File: src/rtl/pcie_sym_pkg.sv
// pcie_sym_pkg: K28.5 comma constants and alignment state type.
package pcie_sym_pkg;
    localparam logic [9:0] K28P5_RDN = 10'h17C;
    localparam logic [9:0] K28P5_RDP = 10'h283;
    typedef enum logic [1:0] {HUNT, SYNC, LOCKED} align_state_t;
endpackage

File: src/rtl/pcie_comma_det.sv
// pcie_comma_det: combinational K28.5 match of either running disparity.
module pcie_comma_det
    import pcie_sym_pkg::*;
(
    input  logic [9:0] win,
    output logic       hit
);
    assign hit = (win == K28P5_RDN) || (win == K28P5_RDP);
endmodule

File: src/rtl/sipo_comma_align.sv
// sipo_comma_align: serial-to-10b deserializer with K28.5 alignment FSM.
// Define SIPO_ALIGN_ERR_CNT_EN to add the saturating err_cnt output.
module sipo_comma_align
    import pcie_sym_pkg::*;
#(
    parameter int LOCK_CNT = 3,
    parameter int LOSS_CNT = 4
) (
    input  logic       clk,
    input  logic       rst,
    input  logic       en,
    input  logic       sin,
    output logic [9:0] sym,
    output logic       sym_valid,
    output logic       comma_det,
    output logic       locked
`ifdef SIPO_ALIGN_ERR_CNT_EN
    ,output logic [7:0] err_cnt
`endif
);
    localparam int GW = $clog2(LOCK_CNT + 1);
    localparam int BW = $clog2(LOSS_CNT + 1);
    logic [9:0] window, nwin;
    logic [3:0] bit_cnt;
    logic [GW-1:0] good_cnt;
    logic [BW-1:0] bad_cnt;
    align_state_t state;
    logic hit, bnd;
    assign nwin = {sin, window[9:1]};
    assign bnd = (state != HUNT) && (bit_cnt == 4'd9);
    pcie_comma_det u_det (.win(nwin), .hit(hit));
    always_ff @(posedge clk) begin
        if (rst) begin
            window <= '0;
            sym <= '0;
            bit_cnt <= '0;
            good_cnt <= '0;
            bad_cnt <= '0;
            sym_valid <= 1'b0;
            comma_det <= 1'b0;
            locked <= 1'b0;
            state <= HUNT;
`ifdef SIPO_ALIGN_ERR_CNT_EN
            err_cnt <= '0;
`endif
        end else begin
            sym_valid <= 1'b0;
            comma_det <= 1'b0;
            if (en) begin
                window <= nwin;
                comma_det <= hit;
                bit_cnt <= (bnd || state == HUNT) ? 4'd0 : bit_cnt + 4'd1;
                if (bnd) begin
                    sym <= nwin;
                    sym_valid <= 1'b1;
                end
                case (state)
                    HUNT: if (hit) begin
                        sym <= nwin;
                        sym_valid <= 1'b1;
                        good_cnt <= GW'(1);
                        state <= SYNC;
                    end
                    SYNC: if (hit && bnd) begin
                        if (good_cnt + GW'(1) == GW'(LOCK_CNT)) begin
                            state <= LOCKED;
                            locked <= 1'b1;
                            good_cnt <= '0;
`ifdef SIPO_ALIGN_ERR_CNT_EN
                            err_cnt <= '0;
`endif
                        end else good_cnt <= good_cnt + GW'(1);
                    end else if (hit) begin
                        // misaligned comma in SYNC: restart symbol timing on it
                        sym <= nwin;
                        sym_valid <= 1'b1;
                        bit_cnt <= 4'd0;
                        good_cnt <= GW'(1);
                    end
                    LOCKED: if (hit && bnd) bad_cnt <= '0;
                    else if (hit) begin
`ifdef SIPO_ALIGN_ERR_CNT_EN
                        err_cnt <= err_cnt + {7'd0, err_cnt != 8'hFF};
`endif
                        if (bad_cnt + BW'(1) == BW'(LOSS_CNT)) begin
                            state <= HUNT;
                            locked <= 1'b0;
                            bad_cnt <= '0;
                        end else bad_cnt <= bad_cnt + BW'(1);
                    end
                    default: state <= HUNT;
                endcase
            end
        end
    end
endmodule

File: config.mk
export PLATFORM = sky130hd
export DESIGN_NAME = sipo_comma_align
export DESIGN_NICKNAME = d
export VERILOG_FILES = /design/src/rtl/pcie_sym_pkg.sv /design/src/rtl/pcie_comma_det.sv /design/src/rtl/sipo_comma_align.sv
export SDC_FILE = /design/constraint.sdc
export NUM_CORES = 1
export LEC_CHECK = 0
export ABC_AREA = 1
export BUFFER_PORTS_ARGS = -buffer_cell sky130_fd_sc_hd__buf_2
export CORE_UTILIZATION = 62
export DETAILED_ROUTE_END_ITERATION = 8
export PLACE_DENSITY = 0.81
export SYNTH_ARGS = -nofsm -noshare
export SYNTH_HDL_FRONTEND = slang
export SYNTH_SLANG_ARGS = --single-unit
File: constraint.sdc
create_clock -name clk -period 3.05 [get_ports clk]
set_input_delay 0.4575 -clock clk [delete_from_list [all_inputs] [get_ports clk]]
set_output_delay 0.4575 -clock clk [all_outputs]
set_load 0.02 [all_outputs]
==> impl_metrics.tcl, run 1 <==
set metrics [dict create \
    r2r_slack_ps 1310 \
    portBuffers 16 \
    internal_power_uw 658.6 \
    routabilityCongestion 0.8985 \
    dieArea_sq_um 2998 \
    postCtsResizedCells 0 \
    dp_slack_ps 1306 \
    min-delay-start "sin" \
    vias_per_cell 5.360 \
    reg2reg_depth 10 \
    fin_crit_ps 1742 \
    syn-cell-area_sq_um 1725 \
    cts_buffers 5 \
    core_sq_um 2545 \
    syn_area_per_cell_sq_um 6.740 \
    min-delay-path-class "primary input to flop" \
    fin_cells 303 \
    ctsHoldBuffers 0 \
    yosysTopAreaCellShare_pct 38.29 \
    report.final.setup_viol 0 \
    first_pass_iters 4 \
    worstPathMaxFanout 16 \
    h-tree-depth 2 \
    clock_latency_ps 340 \
    yosys_warnings 0 \
    synth_top_cell_by_area "dfxtp_1" \
    worst_path_most_repeated_cell "nand2_1" \
    slowest_delay_ps 390 \
    setup_slack_ps 1308 \
    startpoint_type "flop" \
    postPlaceCellArea_sq_um 1815 \
    required_ps 3290 \
    power_density_nw_per_um2 451.9 \
    critPathTopFamily "simple AND/OR/NAND/NOR gates" \
    drive_gt1_share_pct 14.29 \
    post_cts_buffers 0 \
    p_total_uw 858.9 \
    fin_setup_tns_ps 0 \
    grt_pass1_wl_um 5885 \
    synth.distinct_cells 29 \
    cts_max_path_buffers 2 \
    fillers 243 \
    die_w_um 54.76 \
    start_util_pct 67.80 \
    critPathCapture "sym[4]" \
    grt_overflow_total 0 \
    power_switching_uw 200.4 \
    outcome "finished clean" \
    ant_nets 0 \
    wl_per_cell_um 11.73 \
    tightest_slew_ps 652.9 \
    drt_iter0_drc 50 \
    r2r-start "bit_cnt[0]" \
    area_delta_synth_final_pct 10.15 \
    finalCritPeriodShare_pct 57.12 \
    drcViolationCount 0 \
    critPathCaptureType "flop" \
    antenna_found_initial 0 \
    finalClockSkew_ps 9.484 \
    dpl.hpwl_um 2442 \
    grt_start_max_net_pins 28 \
    design_area_sq_um 1901 \
    clkPwrFrac_pct 39.8 \
    die_y_um 54.76 \
    routed_wl_um 3554 \
    p_seq_share_pct 53.0 \
    grt_setup_unrepaired "no" \
    io_pins 17 \
    cts-root-buf "clkbuf_4" \
    timing.critical_path.from "bit_cnt[0]" \
    final_cell_mix "nand2_1 (54), nor2_1 (44), dfxtp_1 (33)" \
    cts_sinks 33 \
    rr_endpoint "sym[4]" \
    cts_tree "done" \
    maxCapViolCount 0 \
    maxSlewViolCount 0 \
    antenna_cells 0 \
    max-slew-margin-rel_pct 56.42 \
    path_cells "ha_1 > nand3b_1 > nor2_4 > o21ai_0 > nand2_1 > nand2_1 > o21ai_0 > nand3_1 > nand2_1 > inv_1" \
    path_class "flop to flop" \
    max_freq_ghz 0.5740 \
    syn_nets 264 \
    grtUsageTotal_pct 28.28 \
    clkTransAtPathRegs_ps 100 \
    rows 18 \
    netlist_instances 256 \
    vias 1624 \
    synth_area_leaders "dfxtp_1 (38%), nand2_1 (12%), nor2_1 (9.6%), a21oi_1 (6.1%), o21ai_0 (6.1%)" \
    cp.depth 10 \
    leakagePower_uw 0.0008807 \
    p_sw_share_pct 23.33 \
    p_comb_share_pct 7.2 \
    hold_viol 0 \
    cp_slowest_cell "dfxtp_1" \
    arrival_ps 1980 \
    synth-seq-cells 33 \
    place_inst 295 \
    worst-path-buf-inv 1 \
    layout.nets 280 \
    ir_drop_mv 0.4844 \
    final_common_cell "nand2_1" \
    ys_seq_area_share_pct 38.29 \
    grt_pass1_vias 1413 \
]
logic make-up (layout without fill, tap and decap cells):
family	after synthesis	count (layout)	synth area share, %
adder cells (fa/ha/maj)	4	4	2.901
AO/OA/AOI/OAI	50	50	15.30
XOR/XNOR	2	2	1.015
flip-flops	33	33	38.29
buffers and inverters	36	53	8.122
AND/OR/NAND/NOR	131	131	34.37
Yosys cell counts, drive strengths merged:
cell type,count
ha,4
nand4,4
buf,4
dfxtp,33
nor2,47
nand3,13
xor2,2
o21ai,24
or3,1
nand3b,3
and2,1
nor3,4
clkbuf,4
inv,28
o31ai,1
a21oi,22
a211oi,3
nand2,58
power groups by stage:
stage          Combinational [uW]  Clock, uW  Sequential, uW
2_1_floorplan                42.3          0             466
3_3_place_gp                 60.3          0             465
3_5_place_dp                 60.4          0             465
4_1_cts                      60.9        346             455
5_1_grt                      71.4        367             458
6_report                     61.5        342             455
state kept, by name (all words and copies together) (netlist names):
register	count
locked	1
bit_cnt	4
state	2
sym_valid	1
good_cnt	2
sym	10
bad_cnt	3
comma_det	1
window	9
worst min-delay path by stage:
stage / slack, ps / cells after the start / to
after floorplan: 450 / 2 / sym[7]
after global placement: 470 / 2 / sym[6]
after detailed placement: 470 / 2 / sym[1]
after CTS: 420 / 3 / window[9]
after global routing: 420 / 3 / window[9]
final: 430 / 3 / window[9]
through the flow:
step / utilization [%] / hold slack, ps
after global routing: 74.68 / 421.0
after detailed placement: 71.34 / 469.3
final: 74.68 / 428.9
after CTS: 74.68 / 419.6
after floorplan: - / 454.8
after global placement: 71.34 / 468.5
worst min-delay path: stages:
cell and delay (ps):
buf_2 110, inv_1 80, a21oi_1 70
area by class of cell:
class / count / area [sq um] / area share [%]
Multi-Input combinational cell: 187 / 924.6 / 48.65
Sequential cell: 33 / 660.6 / 34.76
Inverter: 28 / 105.1 / 5.530
Timing Repair Buffer: 17 / 87.58 / 4.608
Clock buffer: 7 / 55.05 / 2.897
Tap cell: 30 / 37.54 / 1.975
Clock inverter: 1 / 30.03 / 1.580
metal layers:
metal	vias up	routed length, um	GRT usage, %
met5	-	0	0
met4	0	51	11.11
met3	6	217	8.333
met2	43	1551	44.58
met1	721	1734	35.67
li1	854	-	-
Power figures use the tool's default switching activity.
==> run 2, diff against run 1 <==
--- a/config.mk
+++ b/config.mk
@@ -7,9 +7,9 @@
 export LEC_CHECK = 0
 export ABC_AREA = 1
 export BUFFER_PORTS_ARGS = -buffer_cell sky130_fd_sc_hd__buf_2
-export CORE_UTILIZATION = 62
+export CORE_UTILIZATION = 52
 export DETAILED_ROUTE_END_ITERATION = 8
-export PLACE_DENSITY = 0.81
+export PLACE_DENSITY = 0.72
 export SYNTH_ARGS = -nofsm -noshare
 export SYNTH_HDL_FRONTEND = slang
 export SYNTH_SLANG_ARGS = --single-unit
==> constraint.sdc (replaced) <==
create_clock -name clk -period 1.55 [get_ports clk]
set_input_delay 0.2325 -clock clk [delete_from_list [all_inputs] [get_ports clk]]
set_output_delay 0.2325 -clock clk [all_outputs]
set_load 0.02 [all_outputs]
==> run 2 against run 1 <==
Effect of this change: the flow now finishes with violations (setup timing); via count up 8.3%; first-iteration DRC count is 120% higher; cell count grew 12%; highest routed layer unchanged; sequential share of layout area decreased by 4.6 points; largest cell class unchanged; worst setup slack got worse by 1300 ps.
==> impl_metrics.tcl, run 2 (synthesized netlist as in run 1, its figures left out) <==
set metrics [dict create \
    outcome "complete, but fails checks" \
    violations "setup timing" \
    cts_max_path_buffers 2 \
    reg_top3 "sym: 10 flops, window: 9 flops, bit_cnt: 4 flops" \
    cts_buffers 5 \
    postPlaceCellArea_sq_um 1953 \
    dr_wl_met2_um 1884 \
    fin_crit_ps 1581 \
    antenna_found_initial 0 \
    worstPathMaxFanout 5 \
    grt_pass1_vias 1434 \
    p_total_uw 1547 \
    grt_pass1_wl_um 6265 \
    die_y_um 59.60 \
    finalClockSkew_ps 7.609 \
    finalCritPeriodShare_pct 102.0 \
    first_pass_iters 4 \
    largest_reg_flops 10 \
    highest_layer "met4" \
    power_density_nw_per_um2 685.7 \
    vias 1758 \
    clkTransAtPathRegs_ps 110 \
    wl_per_cell_um 12.11 \
    grt_start_max_net_pins 20 \
    clock_latency_ps 340 \
    routabilityCongestion 0.8917 \
    max-slew-margin-rel_pct 75.57 \
    fillers 256 \
    io_pins 17 \
    drive_gt1_share_pct 35.93 \
    min-delay-path-class "primary input to flop" \
    path_class "flop to flop" \
    start_util_pct 55.60 \
    grt_overflow_total 0 \
    cts_tree "done" \
    cp_slowest_cell "dfxtp_1" \
    arrival_ps 1870 \
    dieArea_sq_um 3552 \
    fin_worst_hold_slack_ps 244.6 \
    final_util_pct 72.70 \
    rows 20 \
    report.final.setup_viol 4 \
    ir_drop_mv 0.5075 \
    maxSlewViolCount 0 \
    setup_slack_ps -31.39 \
    area_delta_synth_final_pct 30.75 \
    h-tree-depth 2 \
    drt_iter0_drc 111 \
    max_freq_ghz 0.6324 \
    dr_wl_met3_um 239 \
    die_w_um 59.60 \
    core_sq_um 3103 \
    dpl.hpwl_um 2678 \
    ant_nets 0 \
    tightest_slew_ps 366.0 \
    maxCapViolCount 0 \
    drcViolationCount 0 \
    hold_viol 0 \
    wl_met1_um 1922 \
    design_area_sq_um 2256 \
    cts_sinks 33 \
    critPathCaptureType "flop" \
    slowest_delay_ps 460 \
    cts-root-buf "clkbuf_4" \
    path_cells "nand2_1 > nor2_2 > nand2_2 > nand2_4 > nand3_4 > nand2_4 > nand2_2 > inv_2 > nand2_1 > a21oi_2" \
    required_ps 1840 \
    final_cell_mix "nand2_1 (45), nor2_1 (34), inv_1 (23)" \
    final_common_cell "nand2_1" \
    layout.nets 302 \
    dp_slack_ps -34.86 \
    startpoint_type "flop" \
    regMostFlops "sym" \
    vias_per_cell 5.186 \
    routed_wl_um 4106 \
    grtUsageTotal_pct 23.41 \
    leakagePower_uw 0.0009972 \
    antenna_cells 0 \
    portBuffers 16 \
    grt_setup_unrepaired "yes" \
]
run 2: cell count changes in the layout (fill, tap and decap cells not counted), moves of 5 or more:
cell and change:
nor2_4 +5, nor2_2 +6, dfxtp_1 -11, o21ai_0 -7
nand2_2 +7, buf_4 +20, nor2_1 -10, nand2_1 -9
dfxtp_2 +9
run 2: what timing repair did:
action,4_1_cts,5_1_grt
setup buffers,0,5
pin swaps,4,17
resized for setup,7,61
endpoints found under the setup margin,5,23
hold buffers,0,0
gates cloned,1,0
run 2: stage by stage:
| step | TNS (ps) | std cells |
|---|---|---|
| after floorplan | 0 | 256 |
| after global placement | 0 | 325 |
| after detailed placement | -101.7 | 325 |
| after CTS | -29.35 | 334 |
| after global routing | -990.7 | 339 |
| final | -80.16 | 339 |
run 2: area by class of cell:
type                       count  area, sq um  area share (%)
clock inverter                 3        17.52          0.7765
tap                           44        55.05           2.440
multi-input combinational    188         1110           49.20
clock buffer                   5        37.54           1.664
sequential                    33        679.4           30.12
timing repair buffer          38        249.0           11.04
inverter                      28        107.6           4.770
run 2: final timing paths:
kind | startpoint | endpoint | slack (ps) | cells past startpoint
setup reg to reg | window[2] | sym[8] | -30 | 10
setup / recovery | window[2] | sym[8] | -30 | 10
hold reg to reg | sym[0] | sym[0] | 490 | 2
hold / removal | rst | sym[8] | 240 | 3
run 2: power breakdown:
| group | switching (uW) | internal [uW] | leakage, uW |
|---|---|---|---|
| logic | 102 | 67.9 | 0.000692 |
| registers | 27.8 | 873 | 0.000274 |
| clock network | 306 | 171 | 0.0000310 |
| total | 435 | 1110 | 0.000997 |
run 2: worst max-delay path: cells and delay by family (launching register included):
family,cells,cell delay (ps)
simple gates,8,860
compound gates,1,120
buf+inv,1,70
flops,1,460
run 2: layer usage:
| metal | vias to the layer above | global-route usage, % |
|---|---|---|
| met5 | - | 0 |
| met4 | 0 | 9.302 |
| met3 | 8 | 5.677 |
| met2 | 56 | 34.83 |
| li1 | 902 | - |
| met1 | 792 | 32.36 |
